$ cat config.mk
export PLATFORM = sky130hd
export DESIGN_NAME = skid_buffer
export DESIGN_NICKNAME = d
export VERILOG_FILES = /design/src/rtl/brisc_pkg.sv /design/src/rtl/ff.sv /design/src/rtl/skid_buffer.sv
export SDC_FILE = /design/constraint.sdc
export NUM_CORES = 1
export LEC_CHECK = 0
export CAP_MARGIN = 20
export CORE_MARGIN = 2
export CORE_UTILIZATION = 45
export DETAILED_ROUTE_END_ITERATION = 7
export PLACE_DENSITY = 0.86
export SLEW_MARGIN = 20
export SYNTH_ARGS = -nofsm -noshare
export SYNTH_HDL_FRONTEND = slang
export SYNTH_SLANG_ARGS = --single-unit
$ cat constraint.sdc
create_clock -name clk -period 2.1 [get_ports clk]
set_input_delay 0.21 -clock clk [delete_from_list [all_inputs] [get_ports clk]]
set_output_delay 0.21 -clock clk [all_outputs]
set_load 0.01 [all_outputs]
$ cat src/rtl/brisc_pkg.sv
`default_nettype none
// ============================================================================
// Module   : brisc_pkg
// Brief    : Shared core-wide width constant and pipeline handshake state types.
// Revision : 1.0 - initial release
// ============================================================================
package brisc_pkg;

    localparam int XLEN = 32;

    // Occupancy of a skid buffer: FULL2 means both main and skid entries hold data.
    typedef enum logic [1:0] {
        SKID_EMPTY = 2'd0,
        SKID_FULL  = 2'd1,
        SKID_FULL2 = 2'd2
    } skid_state_e;

endpackage
`default_nettype wire

$ cat src/rtl/ff.sv
`default_nettype none
// ============================================================================
// Module   : ff
// Brief    : Enabled D flip-flop bank with synchronous active-high reset value.
// Revision : 1.0 - initial release
// ============================================================================
module ff #(
    parameter int               WIDTH       = 32,
    parameter logic [WIDTH-1:0] RESET_VALUE = '0
) (
    input  logic             clk,
    input  logic             reset,
    input  logic             i_en,
    input  logic [WIDTH-1:0] i_d,
    output logic [WIDTH-1:0] o_q
);

    always_ff @(posedge clk) begin
        if (reset) begin
            o_q <= RESET_VALUE;
        end else if (i_en) begin
            o_q <= i_d;
        end
    end

endmodule
`default_nettype wire

$ cat src/rtl/skid_buffer.sv
`default_nettype none
// ============================================================================
// Module   : skid_buffer
// Brief    : Two-entry elastic pipeline register; in_ready comes from a flop only.
// Revision : 1.0 - initial release
// ============================================================================
module skid_buffer
    import brisc_pkg::*;
#(
    parameter int               WIDTH       = XLEN,
    parameter logic [WIDTH-1:0] RESET_VALUE = '0
) (
    input  logic             clk,
    input  logic             reset,
    input  logic             flush,
    input  logic             in_valid,
    output logic             in_ready,
    input  logic [WIDTH-1:0] in_data,
    output logic             out_valid,
    input  logic             out_ready,
    output logic [WIDTH-1:0] out_data
);

    skid_state_e      r_state;
    logic             r_out_valid;
    logic             r_in_ready;
    logic [WIDTH-1:0] r_main_data;
    logic [WIDTH-1:0] r_skid_data;

    logic             w_in_fire;
    logic             w_out_fire;
    logic             w_main_load;
    logic             w_skid_load;
    logic [WIDTH-1:0] w_main_d;

    assign w_in_fire  = in_valid & r_in_ready;
    assign w_out_fire = r_out_valid & out_ready;

    // Flush suppresses every data load so the registers simply keep stale contents.
    always_comb begin
        w_main_load = 1'b0;
        w_skid_load = 1'b0;
        w_main_d    = in_data;
        if (!flush) begin
            case (r_state)
                SKID_EMPTY: begin
                    w_main_load = w_in_fire;
                end
                SKID_FULL: begin
                    w_main_load = w_in_fire & w_out_fire;
                    w_skid_load = w_in_fire & ~w_out_fire;
                end
                SKID_FULL2: begin
                    w_main_load = w_out_fire;
                    w_main_d    = r_skid_data;
                end
                default: begin
                    w_main_load = 1'b0;
                end
            endcase
        end
    end

    always_ff @(posedge clk) begin
        if (reset || flush) begin
            r_state     <= SKID_EMPTY;
            r_out_valid <= 1'b0;
            r_in_ready  <= 1'b1;
        end else begin
            case (r_state)
                SKID_EMPTY: begin
                    if (w_in_fire) begin
                        r_state     <= SKID_FULL;
                        r_out_valid <= 1'b1;
                        r_in_ready  <= 1'b1;
                    end
                end
                SKID_FULL: begin
                    if (w_in_fire && !w_out_fire) begin
                        r_state     <= SKID_FULL2;
                        r_out_valid <= 1'b1;
                        r_in_ready  <= 1'b0;
                    end else if (!w_in_fire && w_out_fire) begin
                        r_state     <= SKID_EMPTY;
                        r_out_valid <= 1'b0;
                        r_in_ready  <= 1'b1;
                    end
                end
                SKID_FULL2: begin
                    if (w_out_fire) begin
                        r_state     <= SKID_FULL;
                        r_out_valid <= 1'b1;
                        r_in_ready  <= 1'b1;
                    end
                end
                default: begin
                    r_state     <= SKID_EMPTY;
                    r_out_valid <= 1'b0;
                    r_in_ready  <= 1'b1;
                end
            endcase
        end
    end

    ff #(
        .WIDTH       (WIDTH),
        .RESET_VALUE (RESET_VALUE)
    ) u_main_reg (
        .clk   (clk),
        .reset (reset),
        .i_en  (w_main_load),
        .i_d   (w_main_d),
        .o_q   (r_main_data)
    );

    ff #(
        .WIDTH       (WIDTH),
        .RESET_VALUE (RESET_VALUE)
    ) u_skid_reg (
        .clk   (clk),
        .reset (reset),
        .i_en  (w_skid_load),
        .i_d   (in_data),
        .o_q   (r_skid_data)
    );

    assign out_valid = r_out_valid;
    assign in_ready  = r_in_ready;
    assign out_data  = r_main_data;

endmodule
`default_nettype wire

# Yosys cells after proc, flatten, opt, wreduce, memory -nomap -nowiden
# Index checks and enable logic that the tools add are counted.
# W data, S select, Z words.
# word_totals
ff_bits,68
inputBits,37
# op_classes
eq_ne,5
muxes,19
bitwise_logic,5
reduce_logical,7
# ops
cell,count
$mux W32,2
$mux W1,9
$pmux W1 S3,3
$mux W2,4
$pmux W2 S3,1
$and A1 B1 Y1,4
$ne A2 B2 Y1 const B,2
$ne A3 B3 Y1 const B,1
$reduce_and A3 Y1,1
$eq A2 B1 Y1 const B,1
$eq A2 B2 Y1 const B,1
$logic_and A1 B1 Y1,2
$logic_not A1 Y1,2
$logic_not A2 Y1,1
$logic_or A1 B1 Y1,1
$not A1 Y1,1

# Longest topological paths before layout
# logic_depth
depth_word,6
mapped_depth,8
mapped_depth_nobuf,6

# Hierarchy
# Synthesis repeated with hierarchy kept, for this count alone.
# hier_totals
cells_unflattened,276
hier_area_um2,3173.0
# modules_own_cells
module,n_inst,cells_each,area_per_inst_um2,seq_area_each_um2
ff,2,103,1163.6,640.6
skid_buffer,1,70,845.8,80.1

# Worst setup path before layout
# Ideal clock, no wire load.
# synth_path
path_kind,flip-flop to flip-flop
from,reg r_in_ready (netlist: in_ready)
to,reg u_main_reg.o_q[0]
setup_time_ps,124
t_arrival_ps,1479
required_ps,1976
path_slack_ps,498
path_stages_with_launch,8
n_path_buf,2
synth_period_minus_slack_ps,1602
cell_sequence,dfxtp_1 and2_1 ha_1 a21oi_2 a221o_1 buf_6 buf_12 mux2i_1
# synth_between
elab_chain_cells,4
# synth_lines
element,line_no,text
"start, declared",skid_buffer.sv:26,logic r_in_ready;
"start signal, assigned",skid_buffer.sv:68,r_in_ready <= 1'b1;
"start signal, assigned",skid_buffer.sv:75,r_in_ready <= 1'b1;
"start signal, assigned",skid_buffer.sv:82,r_in_ready <= 1'b0;
$and A1 B1 Y1 *,skid_buffer.sv:36,assign w_in_fire = in_valid & r_in_ready;
$and A1 B1 Y1,skid_buffer.sv:50,w_main_load = w_in_fire & w_out_fire;
$pmux W1 S3 *,skid_buffer.sv:45,case (r_state)
$mux W1 *,skid_buffer.sv:44,if (!flush) begin
"end signal, assigned",ff.sv:22,o_q <= i_d;
"end, declared",ff.sv:15,output logic [WIDTH-1:0] o_q
# Every way passes the cells marked *; elsewhere a longest branch is shown, timed or not.
# A chain may end at the register's enable or synchronous reset.

# Worst setup path in the final report
# layout_path
from,reg r_in_ready (netlist: in_ready)
to,reg u_skid_reg.o_q[6]
# layout_between
elab_chain_cells,4
# layout_lines
element,line_no,text
$and A1 B1 Y1,skid_buffer.sv:36,
$and A1 B1 Y1,skid_buffer.sv:51,w_skid_load = w_in_fire & ~w_out_fire;
$mux W1,skid_buffer.sv:45,
$mux W1,skid_buffer.sv:44,
"end signal, assigned",ff.sv:22,
"end, declared",ff.sv:15,
# No other way between the ends.

==> flow_summary_export.csv <==
group,metric,value,unit
placement,portBuffers,70,
clock_network,cts_buffers,9,
timing,fmax,0.576,GHz
final_layout,n_antenna_cell,0,
clock_network,clock_path_buffers,2,
clock_network,postCtsResizedCells,0,
global_routing,grt_pass1_vias,2489,
yosys,syn_area,2890,um2
power,vdd_ir_drop_max,0.434,mV
final_layout,syn_to_final_growth,34.5,%
drt,ant_nets,0,
die,start_util,46.1,%
yosys,synth_cell_types,30,
die,ios,71,
drt,routed_wl,6.74,mm
global_routing,grt_usage,19.3,%
worst_setup_path,crit_type,"reg2reg",
timing,finalCritPeriodShare,82.6,%
drt,wl_per_cell,14.4,um
power,p_per_area,747,nW/um2
yosys,yosysTopAreaCellShare,47.1,%
worst_hold_path,hold_path_class,"reg2reg",
timing,setup_tns,0,ps
yosys,synth_nets,362,
global_routing,antenna_found_initial,0,
yosys,synth.area.top_cells,"dfxtp_1, nand2_1, mux2i_1",
die,core,6280,um2
clock_network,post-cts-setup-buffers,0,
placement,preCtsSetupSlack,87.2,ps
die,die_y,84.2,um
worst_setup_path,crit_buf_inv,1,
power,comb_power_share,12.0,%
outcome,status,"finished clean",
worst_setup_path,critical-path-max-stage-delay,400,ps
clock_network,worstSkewPairLatency,330,ps
run,maxCapViolations,0,
timing,max_slew.worst_pin.slew,454,ps
power,p_sw,0.674,mW
yosys,syn_area_per_cell,8.96,um2
final_layout,nets,425,
power,seq_power_share,46.8,%
placement,dpl.hpwl,4.57,mm
power,sw_frac_of_total,23.2,%
power,clockPowerShare,41.2,%
die,die_area,7090,um2
worst_setup_path,cp-end-kind,"register",
timing,final-hold-violation-count,0,
yosys,synth_area_leader_cell,"dfxtp_1",
placement,gp_congestion,0.791,
timing,layout_min_cycle_time,1740,ps
power,power,2.90,mW
clock_network,cts_tree,"built",
drt,drc,0,
drt,num_vias,2540,
worst_setup_path,worstPathCellList,"and2_1 -> ha_1 -> nor4bb_4 -> buf_4 -> nand2_1 -> a21oi_1",
timing,drv_slew,0,
drt,vias_per_cell,5.43,
clock_network,clkSinkCount,68,
yosys,yosys-top-cells-count,"nand2_1, dfxtp_1, a21oi_1, mux2i_1, o221ai_1",
yosys,synth-seq-cells,68,
worst_setup_path,start_kind,"register",
yosys,seq_area_frac_synth,47.1,%
global_routing,grt_max_degree,41,
timing,grt_setup_unrepaired,"no",
worst_setup_path,critPathSlowestCell,"nor4bb_4",
die,rows,29,
global_routing,grt_pass1_wl,11.2,mm
drt,drtIter0Drc,106,
clock_network,cts_hold_buf,0,
placement,placed_area,3660,um2
yosys,ys.flop_type,"dfxtp_1",
clock_network,htree_levels,3,
worst_setup_path,cp.arrival,1990,ps
power,p_int,2.23,mW
worst_setup_path,crit_fanout,12,
worst_setup_path,crit_family,"simple AND/OR/NAND/NOR gates",
final_layout,fin_area,3890,um2
power,p_leak,1.48,nW
final_layout,postLayoutCoreUtil,62.0,%
timing,final-setup-viol-count,0,
yosys,synthCells,323,
timing,maxSlewHeadroom,69.7,%
global_routing,grt_overflow,0,
timing,setup_ws,365,ps
clock_network,path_clk_slew,80,ps
die,fp.dieW,84.2,um
yosys,yosysMostFrequentCell,"nand2_1",
timing,finalClockSkew,9.12,ps
worst_setup_path,critPathRequiredTime,2360,ps
drt,drt_pass1_iterations,5,
yosys,ys_warn_count,0,
final_layout,drive_gt1_share,8.95,%
yosys,async_flop_share,0,%
yosys,synth_edf_count,0,
clock_network,ctsRootBufferMaster,"clkbuf_8",
## logic make-up (layout without fill, tap and decap cells)
logic type,count (synthesis),count (layout),share of synthesized area (%)
AOI/OAI and AO/OA,77,77,18.6
adders and majority gates,2,2,0.865
buffers and inverters,35,103,7.05
DFF,68,68,47.1
muxes,32,32,11.1
and+or+nand+nor,109,109,15.4
## flip-flops by register name (all words and copies together), names as in the netlist
signal	flops
u_main_reg.o_q	32
u_skid_reg.o_q	32
out_valid	1
in_ready	1
r_state	2
## layer usage
layer	up-vias	global-route usage (%)	wire length [um]
li1	1258	-	-
met1	1198	23.4	2890
met2	71	33.5	3410
met3	13	3.74	292
met4	0	8.21	148
met5	-	0	0
## cell usage in the layout (no fill, tap or decap), types with 2 or more instances in the layout
cell,instances
nand2b_1,2
mux2i_1,32
a221o_2,2
nand2_1,100
a21oi_1,35
dfxtp_1,68
clkinvlp_4,3
buf_4,9
o221ai_1,32
inv_1,3
ha_1,2
clkbuf_8,10
buf_12,4
nand3b_1,2
clkdlybuf4s50_1,70
bufinv_16,2
o21ai_0,2
## cell type report
class	count	area, um2
flip-flops and latches	68	1360
clock buffers	10	138
fillers	540	2390
multi-input cells	220	1340
well taps	77	96.3
inverters	4	15.0
clock inverters	6	87.6
repair buffers	83	848
## power groups by stage
stage	logic [mW]	registers, mW	clock network [mW]
detailed placement	0.350	1.39	0
CTS	0.351	1.36	1.22
finish	0.348	1.36	1.20
floorplan	0.159	1.40	0
global placement	0.342	1.39	0
global route	0.374	1.36	1.28
## through the flow
step                      std cells  hold slack, ps
after floorplan                 323             300
after global placement          452             438
after detailed placement        452             445
after CTS                       468             440
after global routing            468             462
final                           468             452
## path summary, 6_finish.rpt
check | startpoint | to | slack, ps | cells after the start
worst min-delay path | u_skid_reg.o_q[31]$_SDFFE_PP0P_ | u_skid_reg.o_q[31]$_SDFFE_PP0P_ | 450 | 2
worst max-delay path | in_ready$_SDFFE_PP1P_ | u_skid_reg.o_q[6]$_SDFFE_PP0P_ | 360 | 6
worst max register to register | in_ready$_SDFFE_PP1P_ | u_skid_reg.o_q[6]$_SDFFE_PP0P_ | 360 | 6
worst min register to register | u_skid_reg.o_q[31]$_SDFFE_PP0P_ | u_skid_reg.o_q[31]$_SDFFE_PP0P_ | 450 | 2
## worst reg2reg max path: stages, from the launching register on
cell and delay (ps):
dfxtp_1 370, and2_1 170, ha_1 250, nor4bb_4 400, buf_4 250, nand2_1 80
a21oi_1 130
(Power assumes the default switching activity.)
